--- config.mk ---
export PLATFORM = sky130hd
export DESIGN_NAME = interrupt_controller
export DESIGN_NICKNAME = d
export VERILOG_FILES = /design/src/rtl/intc_pkg.sv /design/src/rtl/intc_prio_enc.sv /design/src/rtl/interrupt_controller.sv
export SDC_FILE = /design/constraint.sdc
export NUM_CORES = 1
export LEC_CHECK = 0
export ABC_AREA = 1
export BUFFER_PORTS_ARGS = -buffer_cell sky130_fd_sc_hd__buf_2
export CORE_MARGIN = 3
export CORE_UTILIZATION = 45
export CTS_CLUSTER_DIAMETER = 100
export DETAILED_ROUTE_END_ITERATION = 12
export PLACE_DENSITY_LB_ADDON = 0.08
export SLEW_MARGIN = 30
export SYNTH_ARGS = -nofsm -noshare
export SYNTH_HDL_FRONTEND = slang
export SYNTH_SLANG_ARGS = --single-unit
--- constraint.sdc ---
create_clock -name clk -period 1.26 [get_ports clk]
set_clock_uncertainty 0.2 [all_clocks]
set_input_delay 0.063 -clock clk [delete_from_list [all_inputs] [get_ports clk]]
set_output_delay 0.063 -clock clk [all_outputs]
set_load 0.02 [all_outputs]
--- src/rtl/intc_pkg.sv ---
// rtl/intc_pkg.sv - shared state encoding and default sizing for the interrupt controller
package intc_pkg;
  localparam int N_IRQ_DEF = 8;
  localparam int VEC_W_DEF = 3;

  typedef enum logic [1:0] {
    IDLE    = 2'd0,
    SVC_MI  = 2'd1,
    SVC_NMI = 2'd2
  } intc_state_e;
endpackage

--- src/rtl/intc_prio_enc.sv ---
// rtl/intc_prio_enc.sv - priority encoder whose search begins at base_i and wraps modulo N_IRQ
module intc_prio_enc #(
  parameter int N_IRQ = 8,
  parameter int VEC_W = 3
) (
  input  logic [N_IRQ-1:0] req_i,
  input  logic [VEC_W-1:0] base_i,
  output logic [VEC_W-1:0] vec_o,
  output logic             valid_o
);

  logic [VEC_W-1:0] idx;

  // Walk from the farthest candidate back to base so the nearest hit is written last.
  always_comb begin
    vec_o   = '0;
    valid_o = 1'b0;
    idx     = '0;
    for (int i = N_IRQ - 1; i >= 0; i--) begin
      idx = VEC_W'((int'(base_i) + i) % N_IRQ);
      if (req_i[idx]) begin
        vec_o   = idx;
        valid_o = 1'b1;
      end
    end
  end

endmodule

--- src/rtl/interrupt_controller.sv ---
// rtl/interrupt_controller.sv - edge-latched IRQ/NMI source for the CPU control unit
// Define INTC_ROTATING_PRIO_EN for round-robin selection; fixed lowest-index priority otherwise.
module interrupt_controller
  import intc_pkg::*;
#(
  parameter int N_IRQ = N_IRQ_DEF,
  parameter int VEC_W = VEC_W_DEF
) (
  input  logic             clk,
  input  logic             rst,
  input  logic [N_IRQ-1:0] irq_in,
  input  logic             nmi_in,
  input  logic             mask_wr,
  input  logic [N_IRQ-1:0] mask_data,
  input  logic             ack,
  input  logic             ina,
  input  logic             eoi,
  output logic             interrupt,
  output logic             nmint,
  output logic             busy,
  output logic [VEC_W-1:0] vector,
  output logic [N_IRQ-1:0] pending
);

  intc_state_e      state_q, state_d, base_state;
  logic [N_IRQ-1:0] irq_q, pending_q, pending_d, mask_q, eligible, clr;
  logic             nmi_q, nmi_pending_q, nmi_pending_d, nmi_clr;
  logic [VEC_W-1:0] isv_q, isv_d, enc_vec, base;
  logic             enc_valid;

`ifdef INTC_ROTATING_PRIO_EN
  logic [VEC_W-1:0] last_q;
  assign base = (last_q == VEC_W'(N_IRQ - 1)) ? '0 : last_q + 1'b1;
`else
  assign base = '0;
`endif

  assign eligible = pending_q & ~mask_q;

  intc_prio_enc #(.N_IRQ(N_IRQ), .VEC_W(VEC_W)) u_enc (
    .req_i   (eligible),
    .base_i  (base),
    .vec_o   (enc_vec),
    .valid_o (enc_valid)
  );

  assign interrupt = enc_valid;
  assign nmint     = nmi_pending_q && (state_q != SVC_NMI);
  assign busy      = (state_q != IDLE);
  assign vector    = (state_q == SVC_MI) ? isv_q : enc_vec;
  assign pending   = pending_q;

  // eoi retires the current service first, so an ack in the same cycle sees IDLE.
  always_comb begin
    base_state = (eoi && state_q != IDLE) ? IDLE : state_q;
    state_d    = base_state;
    isv_d      = isv_q;
    clr        = '0;
    nmi_clr    = 1'b0;
    case (base_state)
      IDLE: begin
        if (ack && ina && enc_valid) begin
          state_d = SVC_MI;
          isv_d   = enc_vec;
          clr     = N_IRQ'(1) << enc_vec;
        end else if (ack && !ina && nmi_pending_q) begin
          state_d = SVC_NMI;
          nmi_clr = 1'b1;
        end
      end
      SVC_MI: begin
        if (ack && !ina && nmi_pending_q) begin
          state_d = SVC_NMI;
          nmi_clr = 1'b1;
        end
      end
      default: ;
    endcase
    pending_d     = (pending_q & ~clr) | (irq_in & ~irq_q);
    nmi_pending_d = (nmi_pending_q & ~nmi_clr) | (nmi_in & ~nmi_q);
  end

  // Edge samplers track the inputs during reset so levels held across release stay quiet.
  always_ff @(posedge clk) begin
    if (rst) begin
      state_q       <= IDLE;
      pending_q     <= '0;
      nmi_pending_q <= 1'b0;
      mask_q        <= '0;
      isv_q         <= '0;
      irq_q         <= irq_in;
      nmi_q         <= nmi_in;
`ifdef INTC_ROTATING_PRIO_EN
      last_q        <= VEC_W'(N_IRQ - 1);
`endif
    end else begin
      state_q       <= state_d;
      pending_q     <= pending_d;
      nmi_pending_q <= nmi_pending_d;
      isv_q         <= isv_d;
      irq_q         <= irq_in;
      nmi_q         <= nmi_in;
      if (mask_wr) mask_q <= mask_data;
`ifdef INTC_ROTATING_PRIO_EN
      if (clr != '0) last_q <= enc_vec;
`endif
    end
  end

endmodule
==> Implementation_results.wiki <==
{| class="wikitable"
! Metric !! Value
|-
| Std cell rows || 18
|-
| All-layer global routing usage || 25.7%
|-
| Capturing element of the worst setup path || vector[1]
|-
| Antenna violations before repair || 0
|-
| Worst endpoint data arrival time || 1.56 ns
|-
| Critical R2R Capture || pending[0]
|-
| Horizontal extent of the die || 60.1 um
|-
| Achievable Freq || 0.549 GHz
|-
| Crit Path Max Fanout || 7
|-
| Fin nets || 286
|-
| Maximum number of pins on one net before global-route repair || 17
|-
| Kind of capture point of the worst setup path || primary output
|-
| Setup slack of the critical path after layout || -0.561 ns
|-
| Proportion of layout cells with a drive suffix above 1 || 54.2%
|-
| Leakage dissipation || 0.00107 uW
|-
| Total overflow reported by the global router || 0
|-
| CTS HTree Levels || 2
|-
| Placeable Area || 2640 um2
|-
| Max-slew headroom || 77.5%
|-
| Critical Path Stages || 8
|-
| Placed wire-length estimate || 2370 um
|-
| CP Launch Type || flip-flop
|-
| TritonCTS Buffers || 5
|-
| Final setup violation count || 18
|-
| Critical path startpoint || mask_q[7]
|-
| Cell Area, Synth || 1320 um2
|-
| Area enclosed by the die boundary || 3610 um2
|-
| Hold violation count in the final report || 2
|-
| Clock root buffer || sky130_fd_sc_hd__clkbuf_4
|-
| Cell taking the most area after synthesis || sky130_fd_sc_hd__dfxtp_1
|-
| Post-synthesis sequential element count || 31
|-
| Warnings from Yosys || 0
|-
| Most frequently used cell type in the post-synthesis netlist || sky130_fd_sc_hd__nand2_1
|-
| TritonCTS clock tree || done
|-
| Max Root-Sink Buffers || 2
|-
| Post-route design area || 2330 um2
|-
| Count of vias placed by the detailed router || 1521
|-
| Endpoint required time on the critical path || 1.00 ns
|-
| First-pass iteration count of the detailed router || 5
|-
| Most used standard cells in the synthesized netlist || sky130_fd_sc_hd__nand2_1, sky130_fd_sc_hd__dfxtp_1, sky130_fd_sc_hd__inv_1
|-
| Max-cap violation count || 0
|-
| Clock latency on the worst-skew pair || 0.34 ns
|-
| Area added between synthesis and finish || 77.4%
|-
| Input/output buffers || 36
|-
| Routed wire per std cell || 15.4 um
|-
| Post-route worst hold slack || -0.116 ns
|-
| First-pass GRT wire length || 6570 um
|-
| Reg clk slew, reported paths || 0.10 ns
|-
| Final clock period utilization by the worst path || 144%
|-
| Slowest Stage Delay on Critical Path || 0.34 ns
|-
| Count of nets left with antenna violations after detail routing || 0
|-
| Ant diodes || 0
|-
| Dominant cells by area after synthesis || sky130_fd_sc_hd__dfxtp_1, sky130_fd_sc_hd__nand2_1, sky130_fd_sc_hd__inv_1
|-
| Status || complete, but fails checks
|-
| R2R cell count || 12
|-
| Count of boundary I/O pins || 37
|-
| Post-synthesis cell count || 170
|-
| Initial core utilization || 49.9%
|-
| Number of clock sinks seen by CTS || 31
|-
| Dominant register cell in the synthesized netlist || sky130_fd_sc_hd__dfxtp_1
|-
| Failing checks || negative hold slack, negative setup slack
|-
| Final Max Slew Viols || 0
|-
| Cell chain of the critical path || inv_1 > nand2_1 > nand2_4 > nand3_1 > nand2_2 > nand2_4 > o21ai_2 > buf_6
|-
| Power density relative to cell area || 1060 nW/um2
|-
| Slew at the pin closest to its max-slew limit || 0.338 ns
|-
| Count of different cell masters after synthesis || 18
|-
| Cell area after placement || 1750 um2
|-
| Post-route minimum period || 1.82 ns
|-
| Worst R2R Setup Slack || -0.43 ns
|-
| Violation count after the first detailed-routing iteration || 98
|-
| Gate family responsible for the most delay along the worst path || simple AND/OR/NAND/NOR gates
|-
| Die height || 60.1 um
|-
| Number of nets produced by synthesis || 193
|-
| Path type of the worst setup path || flip-flop to primary output
|-
| Number of vias per cell || 5.17
|-
| FF-to-FF Start || mask_q[3]
|-
| Critical Path Most Common Cell || sky130_fd_sc_hd__nand2_4
|-
| Pre-CTS setup slack || -0.269 ns
|-
| RePlAce Congestion || 0.790
|-
| Share of Yosys cell area claimed by the top area cell type || 47.2%
|-
| Unrepaired setup endpoints after global routing || true
|-
| Number of global-route vias before repair || 1473
|-
| Syn Area/Cell || 7.74 um2
|-
| Total Wirelength || 4530 um
|-
| Critical-path cell with the highest stage delay || sky130_fd_sc_hd__dfxtp_2
|-
| Class of the tightest hold or removal check || input pin to flip-flop
|-
| DRC violation count after routing || 0
|-
| Share of flip-flops with an asynchronous set or reset after synthesis || 0%
|-
| Sequential fraction of the synthesis area || 47.2%
|-
| Worst IR Drop VDD || 1210 uV
|-
| Count of buffer and inverter cells on the critical path || 2
|-
| Number of flops mapped to enable cells by yosys || 0
|-
| Post-cts hold buffer count || 21
|}
==> how the worst min path moves through the flow <==
stage | startpoint | cells after the start | to
finish | eoi | 4 | state_q[0]
global route | eoi | 4 | state_q[0]
CTS | eoi | 4 | state_q[0]
detailed placement | nmi_in | 1 | nmi_q
global placement | irq_in[2] | 1 | irq_q[2]
floorplan | irq_in[0] | 0 | irq_q[0]
==> worst min-delay path, delay by kind of cell <==
kind | cells | cell delay (ns)
and+or+nand+nor | 2 | 0.19
buffers and inverters | 1 | 0.09
AOI/OAI and AO/OA | 1 | 0.06
==> final cells by class <==
type	count	area (um2)
inverter	31	123
fill	143	303
sequential	31	659
clock buffer	6	41.3
clock inverter	2	7.51
timing repair buffer	88	758
tap	30	37.5
multi-input combinational	106	706
==> placed cells by master, fill, tap and decap left out, types with 2 or more instances in the layout <==
master | synthesis | routed
sky130_fd_sc_hd__dfxtp_4 | 0 | 8
sky130_fd_sc_hd__nand2_4 | 4 | 9
sky130_fd_sc_hd__nor2_1 | 4 | 3
sky130_fd_sc_hd__o21ai_2 | 1 | 4
sky130_fd_sc_hd__a21oi_2 | 7 | 11
sky130_fd_sc_hd__buf_2 | 0 | 23
sky130_fd_sc_hd__dfxtp_1 | 31 | 16
sky130_fd_sc_hd__nand2_2 | 6 | 9
sky130_fd_sc_hd__clkbuf_4 | 0 | 5
sky130_fd_sc_hd__o21ai_0 | 13 | 5
sky130_fd_sc_hd__dlygate4sd3_1 | 0 | 21
sky130_fd_sc_hd__inv_1 | 31 | 20
sky130_fd_sc_hd__nand2_1 | 37 | 28
sky130_fd_sc_hd__nand4_1 | 4 | 4
sky130_fd_sc_hd__o21ai_1 | 0 | 3
sky130_fd_sc_hd__buf_4 | 0 | 19
sky130_fd_sc_hd__a21oi_1 | 16 | 12
sky130_fd_sc_hd__o21ai_4 | 0 | 2
sky130_fd_sc_hd__inv_2 | 0 | 9
sky130_fd_sc_hd__nor2_4 | 3 | 6
sky130_fd_sc_hd__nand3_1 | 6 | 6
sky130_fd_sc_hd__clkinv_1 | 0 | 2
sky130_fd_sc_hd__buf_6 | 0 | 24
sky130_fd_sc_hd__dfxtp_2 | 0 | 7
==> stage by stage <==
step	util, %	hold WS (ns)	total power [uW]	std cells	TNS, ns
finish	88.5	-0.116	2480	294	-6.82
global route	88.5	-0.111	2600	294	-7.99
CTS	82.7	-0.178	2350	291	-5.48
detailed placement	66.3	-0.0200	1630	254	-2.85
global placement	66.3	-0.0211	1620	254	-2.26
floorplan	-	-0.109	1430	170	-1.45
==> cells by family after synthesis <==
logic type | share of synthesized area (%)
AO/OA/AOI/OAI | 16.4
buffers and inverters | 9.42
flip-flops | 47.2
AND/OR/NAND/NOR | 27.0
==> timing repair <==
action                                  4_1_cts  5_1_grt
gates resized for setup                      43       38
setup buffers                                 8        4
endpoints found under the hold margin        31        2
pin swaps                                    12       18
endpoints found under the setup margin       18       32
==> per-layer routing <==
layer | vias up | part of all wire, % | GRT usage (%)
met3 | 22 | 5.6 | 7.78
met5 | - | 0 | 0
met4 | 0 | 4.5 | 9.49
met1 | 708 | 39 | 27.7
li1 | 725 | - | -
met2 | 66 | 51 | 46.5
==> flip-flops by register name, summed over array words and instances (netlist names) <==
| signal | flops |
|---|---|
| pending | 8 |
| mask_q | 8 |
| nmi_q | 1 |
| state_q | 2 |
| isv_q | 3 |
| nmi_pending_q | 1 |
| irq_q | 8 |
==> report_power, final <==
group / total, uW / leakage (uW) / internal [uW] / switching, uW
combinational: 860 / 0.000781 / 417 / 443
sequential: 1080 / 0.000265 / 1040 / 40.4
clock: 537 / 0.0000273 / 206 / 331
total: 2480 / 0.00107 / 1670 / 815
Power figures use the tool's default switching activity.
